**src/rtl/mod_arith_pkg.sv**
```systemverilog
// Shared constants and FSM encoding for the modular-exponentiation sequencer.
package mod_arith_pkg;

  localparam int MOD_WIDTH = 128;

  localparam logic [MOD_WIDTH-1:0] ONE = MOD_WIDTH'(1);

  typedef enum logic [2:0] {
    IDLE,
    CHECK,
    MUL_REQ,
    MUL_WAIT,
    SQR_REQ,
    SQR_WAIT,
    DONE
  } mexp_state_e;

endpackage

```
**src/rtl/mod_exp_sequencer.sv**
```systemverilog
// Right-to-left square-and-multiply base^exp mod mod, driving one shared
// external modular multiplier through a start/done handshake.
module mod_exp_sequencer
  import mod_arith_pkg::*;
#(
  parameter int WIDTH = MOD_WIDTH
) (
  input  logic             clk,
  input  logic             rst,
  input  logic             start,
  input  logic [WIDTH-1:0] base,
  input  logic [WIDTH-1:0] exp,
  input  logic [WIDTH-1:0] mod,
  output logic             busy,
  output logic             done,
  output logic             error,
  output logic [WIDTH-1:0] result,
  output logic             mul_start,
  output logic [WIDTH-1:0] mul_a,
  output logic [WIDTH-1:0] mul_b,
  output logic [WIDTH-1:0] mul_mod,
  input  logic             mul_done,
  input  logic [WIDTH-1:0] mul_result
);

  localparam logic [WIDTH-1:0] TWO = WIDTH'(2);

  mexp_state_e      state_q, state_d;
  logic [WIDTH-1:0] acc_q, acc_d;
  logic [WIDTH-1:0] sq_q, sq_d;
  logic [WIDTH-1:0] e_q, e_d;
  logic [WIDTH-1:0] m_q, m_d;
  logic [WIDTH-1:0] a_q, a_d;
  logic [WIDTH-1:0] b_q, b_d;
  logic [WIDTH-1:0] res_q, res_d;
  logic             err_q, err_d;
  logic             e_last;

  // The current exponent bit is the last one set: skip the trailing square.
  assign e_last = ((e_q >> 1) == '0);

  always_ff @(posedge clk) begin
    if (rst) begin
      state_q <= IDLE;
      acc_q   <= '0;
      sq_q    <= '0;
      e_q     <= '0;
      m_q     <= '0;
      a_q     <= '0;
      b_q     <= '0;
      res_q   <= '0;
      err_q   <= 1'b0;
    end else begin
      state_q <= state_d;
      acc_q   <= acc_d;
      sq_q    <= sq_d;
      e_q     <= e_d;
      m_q     <= m_d;
      a_q     <= a_d;
      b_q     <= b_d;
      res_q   <= res_d;
      err_q   <= err_d;
    end
  end

  always_comb begin
    state_d = state_q;
    acc_d   = acc_q;
    sq_d    = sq_q;
    e_d     = e_q;
    m_d     = m_q;
    a_d     = a_q;
    b_d     = b_q;
    res_d   = res_q;
    err_d   = err_q;
    case (state_q)
      IDLE: begin
        if (start) begin
          acc_d   = WIDTH'(ONE);
          sq_d    = base;
          e_d     = exp;
          m_d     = mod;
          err_d   = 1'b0;
          state_d = CHECK;
        end
      end
      CHECK: begin
        if (m_q < TWO) begin
          err_d   = 1'b1;
          res_d   = '0;
          state_d = DONE;
        end else if (e_q == '0) begin
          res_d   = acc_q;
          state_d = DONE;
        end else if (e_q[0]) begin
          a_d     = acc_q;
          b_d     = sq_q;
          state_d = MUL_REQ;
        end else begin
          a_d     = sq_q;
          b_d     = sq_q;
          state_d = SQR_REQ;
        end
      end
      MUL_REQ: state_d = MUL_WAIT;
      MUL_WAIT: begin
        if (mul_done) begin
          acc_d = mul_result;
          if (e_last) begin
            e_d     = '0;
            state_d = CHECK;
          end else begin
            a_d     = sq_q;
            b_d     = sq_q;
            state_d = SQR_REQ;
          end
        end
      end
      SQR_REQ: state_d = SQR_WAIT;
      SQR_WAIT: begin
        if (mul_done) begin
          sq_d    = mul_result;
          e_d     = e_q >> 1;
          state_d = CHECK;
        end
      end
      DONE:    state_d = IDLE;
      default: state_d = IDLE;
    endcase
  end

  // Operands are loaded on entry to *_REQ and only change after the matching
  // mul_done, so they stay stable across the whole request.
  assign mul_a     = a_q;
  assign mul_b     = b_q;
  assign mul_mod   = m_q;
  assign mul_start = (state_q == MUL_REQ) || (state_q == SQR_REQ);
  assign busy      = (state_q != IDLE) && (state_q != DONE);
  assign done      = (state_q == DONE);
  assign error     = err_q;
  assign result    = res_q;

endmodule

```
**config.mk**
```make
export PLATFORM = sky130hd
export DESIGN_NAME = mod_exp_sequencer
export DESIGN_NICKNAME = d
export VERILOG_FILES = /design/src/rtl/mod_arith_pkg.sv /design/src/rtl/mod_exp_sequencer.sv
export SDC_FILE = /design/constraint.sdc
export NUM_CORES = 2
export LEC_CHECK = 0
export BUFFER_PORTS_ARGS = -buffer_cell sky130_fd_sc_hd__buf_2
export CORE_AREA = 4 4 403 405
export DETAILED_ROUTE_END_ITERATION = 10
export DIE_AREA = 0 0 407 409
export GPL_TIMING_DRIVEN = 0
export SLEW_MARGIN = 30
export SYNTH_ARGS = -nofsm -noshare
export SYNTH_HDL_FRONTEND = slang
export SYNTH_SLANG_ARGS = --single-unit
```
**constraint.sdc**
```tcl
create_clock -name clk -period 3.4 [get_ports clk]
set_clock_uncertainty 0.05 [all_clocks]
set_input_delay 0.68 -clock clk [delete_from_list [all_inputs] [get_ports clk]]
set_output_delay 0.68 -clock clk [all_outputs]
set_load 0.01 [all_outputs]
```
### Word level (Yosys, flattened, before mapping)

Cells that the tools add are included.

* add/sub/neg operators: 0
* $mul: 0
* divide/modulo/power cells: 0
* $lt $le $gt $ge: 1
* equal/unequal tests: 15
* shift-type cells: 0
* mux-type cells: 32
* bitwise operators: 0
* reductions and logical operators: 20

Operators by type and width (number)
* 128-bit 2-to-1 mux: 16
* 128-bit one-hot mux with 2 select lines: 4
* 128-bit one-hot mux with 3 select lines: 1
* 128-bit logical NOT: 2
* 128-bit by 2-bit < comparator with 1-bit output, second input constant: 1
* 3-bit 2-to-1 mux: 7
* 3-bit one-hot mux with 6 select lines: 1
* 2-bit != test, second input constant: 8
* 3-bit AND reduction: 4
* 5-bit AND reduction: 2
* 2-bit nonzero test: 5
* 3-bit equality test, second input constant: 3
* 3-bit by 2-bit equality test with 1-bit output, second input constant: 2
* 3-bit nonzero test: 2
* 2-bit AND reduction: 2
* 3-bit by 1-bit equality test with 1-bit output, second input constant: 1
* 3-bit logical NOT: 1
* 3-bit != test, second input constant: 1
* 1-bit 2-to-1 mux: 2
* 1-bit one-hot mux with 2 select lines: 1
* 1-bit logical AND: 1
* 1-bit logical OR: 1

* register bits after elaboration: 900
* bits in latches: 0
* RAM bits: 0
* memory bits (read-only): 0
* memories: 0

### Logic depth before layout (Yosys ltp)

* depth after elaboration: 4
* gate-level depth with buffers: 12

### Least setup slack after synthesis

Ideal clock, no wire load.

* path kind: reg2reg
* start: register e_q[48]
* end: register a_q[100] (netlist: mul_a[100])
* arrival time: 2.269 ns
* required time: 3.269 ns
* path slack: 1.000 ns
* cell stages (with the launch flop): 12
* path buffers: 5
* cell sequence: dfxtp_1 > or4_1 > nor4_2 > nand4b_1 > a21o_1 > buf_2 > and2_4 > buf_6 > buf_6 > buf_6 > buf_6 > a211oi_2

* word-level cells in the longest chain between the ends: 3

Ends and longest elaborated chain
* from (decl): RTL line mod_exp_sequencer.sv:31 `logic [WIDTH-1:0] e_q, e_d;`
* from (signal assigned): RTL line mod_exp_sequencer.sv:47 `e_q <= '0;`
* from (signal assigned): RTL line mod_exp_sequencer.sv:57 `e_q <= e_d;`
* 128-bit logical NOT (on tied branches): RTL line mod_exp_sequencer.sv:92, mod_exp_sequencer.sv:40
* 2-bit != test (no source line)
* 5-bit AND reduction (no source line) (*)
* to (signal assigned): RTL line mod_exp_sequencer.sv:49 `a_q <= '0;`
* to (signal assigned): RTL line mod_exp_sequencer.sv:59 `a_q <= a_d;`
* to (decl): RTL line mod_exp_sequencer.sv:33 `logic [WIDTH-1:0] a_q, a_d;`

Every way passes the cells marked *; elsewhere a longest branch is shown, timed or not.
A chain may end at the register's enable or synchronous reset.

### Final worst setup path

* start: register m_q[127] (netlist: mul_mod[127])
* end: register a_q[84] (netlist: mul_a[84])

* word-level cells in the longest chain between the ends: 3

Ends and longest elaborated chain
* from (decl): RTL line mod_exp_sequencer.sv:32 `logic [WIDTH-1:0] m_q, m_d;`
* from (signal assigned): RTL line mod_exp_sequencer.sv:58 `m_q <= m_d;`
* 128-bit by 2-bit < comparator with 1-bit output: RTL line mod_exp_sequencer.sv:88 `if (m_q < TWO) begin`
* 2-bit != test (no source line)
* 5-bit AND reduction (no source line)

No other way between the ends.

==> results by group <==
Run status
  • Status: finished, final reports clean

Synth
  • Warning count from the yosys run: 0
  • Post-synth top flop: dfxtp_1
  • Syn Nets: about 4,700
  • Post-synth EDFFs: 0
  • Synth area leader: dfxtp_1
  • Syn Area/Cell: 8.662 sq um
  • Most area-consuming cells after synthesis: dfxtp_1, nand2_1, a21oi_1, a22oi_1, a211oi_1
  • Synth top area share: 50.16%
  • Mapped cell area: 0.03592 sq mm
  • Async set-or-reset flop fraction in the synthesized netlist: 0%
  • Synth Register Bits: 900
  • Post-synthesis sequential area ratio: between 50% and 60%
  • Gate Count Post-Synth: 4,147
  • Library cells used by synthesis: 36

GRT
  • First-pass GRT wire length: 283,500 microns
  • GRT Overall Usage: 23.81%
  • Met2 GRT Util: 38.63%
  • Met1 GRT Util: 29.23%
  • Initial antenna violation count: 57
  • Total gr overflow: 0
  • Most Used Layer, Global Route: met2
  • Met3 usage: 5.924%
  • Pin count of the biggest net entering global routing: 17
  • Vias in the first global route: between 30,000 and 40,000

Pwr
  • Power Total: between 20 and 30 mW
  • Sw Share: 32.17%
  • Leak: 19.20 nW
  • Power Density: 614.4 mW/mm^2
  • Logic gate share of total power: 18.6%
  • Internal: 20.11 mW
  • Clock share of power: 39.7%
  • Seq pwr share: a little over two fifths
  • Worst vdd ir: 0.3989 mV
  • Switching pwr: 9.535 mW

Cells and area
  • Final Cell Area: 0.04825 sq mm
  • Commonest non-fill, non-tap cell in the layout: buf_2
  • Layout Nets: 5,821
  • Layout cells sized above 1: approximately 26%
  • Fin util: roughly 30%
  • Commonest cells after routing, fill and taps aside: buf_2, dfxtp_1, nand2_1
  • Area Overhead vs Synth: 34.32%

CTS
  • CTS sink cnt: 900
  • Clock Pin Slew Worst Setup and Hold Paths: 0.06 ns
  • Insertion delay to the later sink of the worst-skew pair: 0.74 ns
  • CTS Buffer Depth: 3
  • Clk root buf: clkbuf_16
  • H-tree depth: 3
  • CTS tree: built
  • Total CTS buffers: approximately 110

Die
  • Starting Density: between 20 and 25%
  • Area of the die: 0.1665 sq mm
  • FP Rows: approximately 150
  • Die Ht: 409 microns
  • Die width: about 410 microns
  • I/O Pins: 1,032
  • Core area: 0.1584 sq mm

STA
  • Fmax: 309.6 MHz
  • Final Max Tran Viols: 0
  • Slew HR: 30.68%
  • Period utilization: 95.01%
  • Setup TNS: 0 ns
  • Final hold vios: 0
  • Minimum clock period: 3.230 ns
  • Measured slew at the worst slew-check pin: 1.040 ns
  • Final worst setup slack: 0.1697 ns
  • Final setup violation count: 0

Detailed routing
  • Starting DRT DRC Count: 3,837
  • Vias per cell: 5.129
  • Final antenna-violating net count: 0
  • Via Count: 38,470
  • TritonRoute pass-1 iters: 5
  • Drt total wl: 208,600 microns
  • DRC viols: 0
  • WL/cell: 27.81 microns

Worst setup path
  • CP endpoint kind: register
  • Crit path buffers/inverters: 4
  • Worst R2R Path Depth: 11
  • Crit path cell chain: nor4_2 -> nand4_1 -> nor4_4 -> nand2_2 -> a21o_1 -> buf_4 -> clkbuf_4 -> buf_16 -> clkbuf_2 -> a21oi_1 -> a211oi_1
  • Setup crit start kind: register
  • R2R setup slack: around 0.17 ns
  • CP Max Fanout: 10
  • Critical path arrival: 3.72 ns
  • Worst R2R End: mul_a[84]
  • CP Class: register to register
  • Kind of cell adding the most delay to the critical path: simple AND/OR/NAND/NOR gates
  • Crit path largest cell delay: a little over 0.4 ns
  • Reg2Reg Launch Point: mul_mod[127]
  • Slowest CP cell: nor4_4
  • Crit path required time: roughly 4 ns

Placement
  • GP Congestion: about 1
  • Post-Place Worst Slack: -0.8775 ns
  • Placed Area: about 0.044 sq mm
  • Hpwl dp: 169,000 microns
  • Number of port buffers: 1,030

Min path
  • Hold Path Origin: mod[24]
  • Hold crit path type: input port to register
  • Hold Crit Depth: 3
  • Hold Path End: mul_mod[24]

Job
  • Max Cap Viol: 0
==> flip-flops by register name, summed over array words and instances (netlist names) <==
register	count
result	128
mul_mod	128
mul_b	128
e_q	128
sq_q	128
state_q	3
acc_q	128
error	1
mul_a	128
==> area by class of cell <==
class                      instances  area [sq um]
tap                             2072          2592
sequential                       900         18020
antenna                           34         85.08
buffer                           424          1787
timing repair buffer            1055          5687
multi-input combinational       2819         16500
clock buffer                     154          3072
clock inverter                    43         506.7
fill                           16870        110100
==> power groups by stage <==
stage	clock [mW]	sequential (mW)	combinational [mW]
after floorplan	0	12.4	2.71
after global placement	0	12.5	5.29
after detailed placement	0	12.5	5.44
after CTS	11.9	12.3	5.52
after global routing	12.3	12.4	5.96
final	11.8	12.4	5.52
==> kinds of logic (layout without fill, tap and decap cells) <==
logic type | after synthesis | after routing | share of synthesized area [%]
mux | 128 | 128 | 3.567
compound gates | 1161 | 1161 | 21.68
other cells | 0 | 34 | 0
buf+inv | 428 | 1676 | 4.723
simple gates | 1530 | 1530 | 19.87
flops | 900 | 900 | 50.16
==> stage by stage <==
stage	cells	hold WS, ns
2_1_floorplan	4147	0.4097
3_3_place_gp	7249	0.3957
3_5_place_dp	7269	0.4019
4_1_cts	7470	0.05032
5_1_grt	7485	0.08986
6_report	7501	0.1369
==> worst max-delay path by stage <==
stage	from	to	slack [ns]	cells past startpoint
3_5_place_dp	e_q[39]	mul_a[117]	-0.88	11
5_1_grt	e_q[10]	mul_a[69]	-0.006	12
6_report	mul_mod[127]	mul_a[84]	0.17	11
3_3_place_gp	rst	acc_q[121]	-2.16	5
4_1_cts	e_q[100]	mul_a[117]	0.01	13
2_1_floorplan	e_q[48]	mul_a[100]	1.00	11
==> metal layers <==
metal	routed length, microns	vias to the layer above
met1	83260	18810
li1	-	17300
met3	18200	436
met5	93	-
met4	10830	14
met2	96220	1917
==> worst reg2reg max path: stages (launching register included) <==
cell and delay (ns):
dfxtp_1 0.35, nor4_2 0.38, nand4_1 0.27, nor4_4 0.41
nand2_2 0.18, a21o_1 0.20, buf_4 0.19, clkbuf_4 0.27
buf_16 0.20, clkbuf_2 0.29, a21oi_1 0.19, a211oi_1 0.07
==> Yosys cell counts (6+ instances only) <==
cell	count
a211oi_1	216
a211oi_2	40
a21oi_1	386
a22oi_1	256
a311oi_1	128
buf_1	30
buf_2	30
buf_6	7
clkbuf_1	361
dfxtp_1	900
mux2i_1	128
nand2_1	646
nand2b_1	130
nand3_1	132
nand4_1	15
nand4b_1	129
nor2_1	394
nor3_1	6
nor4_1	62
o21ai_0	129
==> timing repair <==
action,in CTS,in global routing
setup buffers,5,0
endpoints found under the setup margin,513,322
gates resized for setup,49,27
hold buffers,0,0
pin swaps,9,10
(Power assumes the default switching activity.)
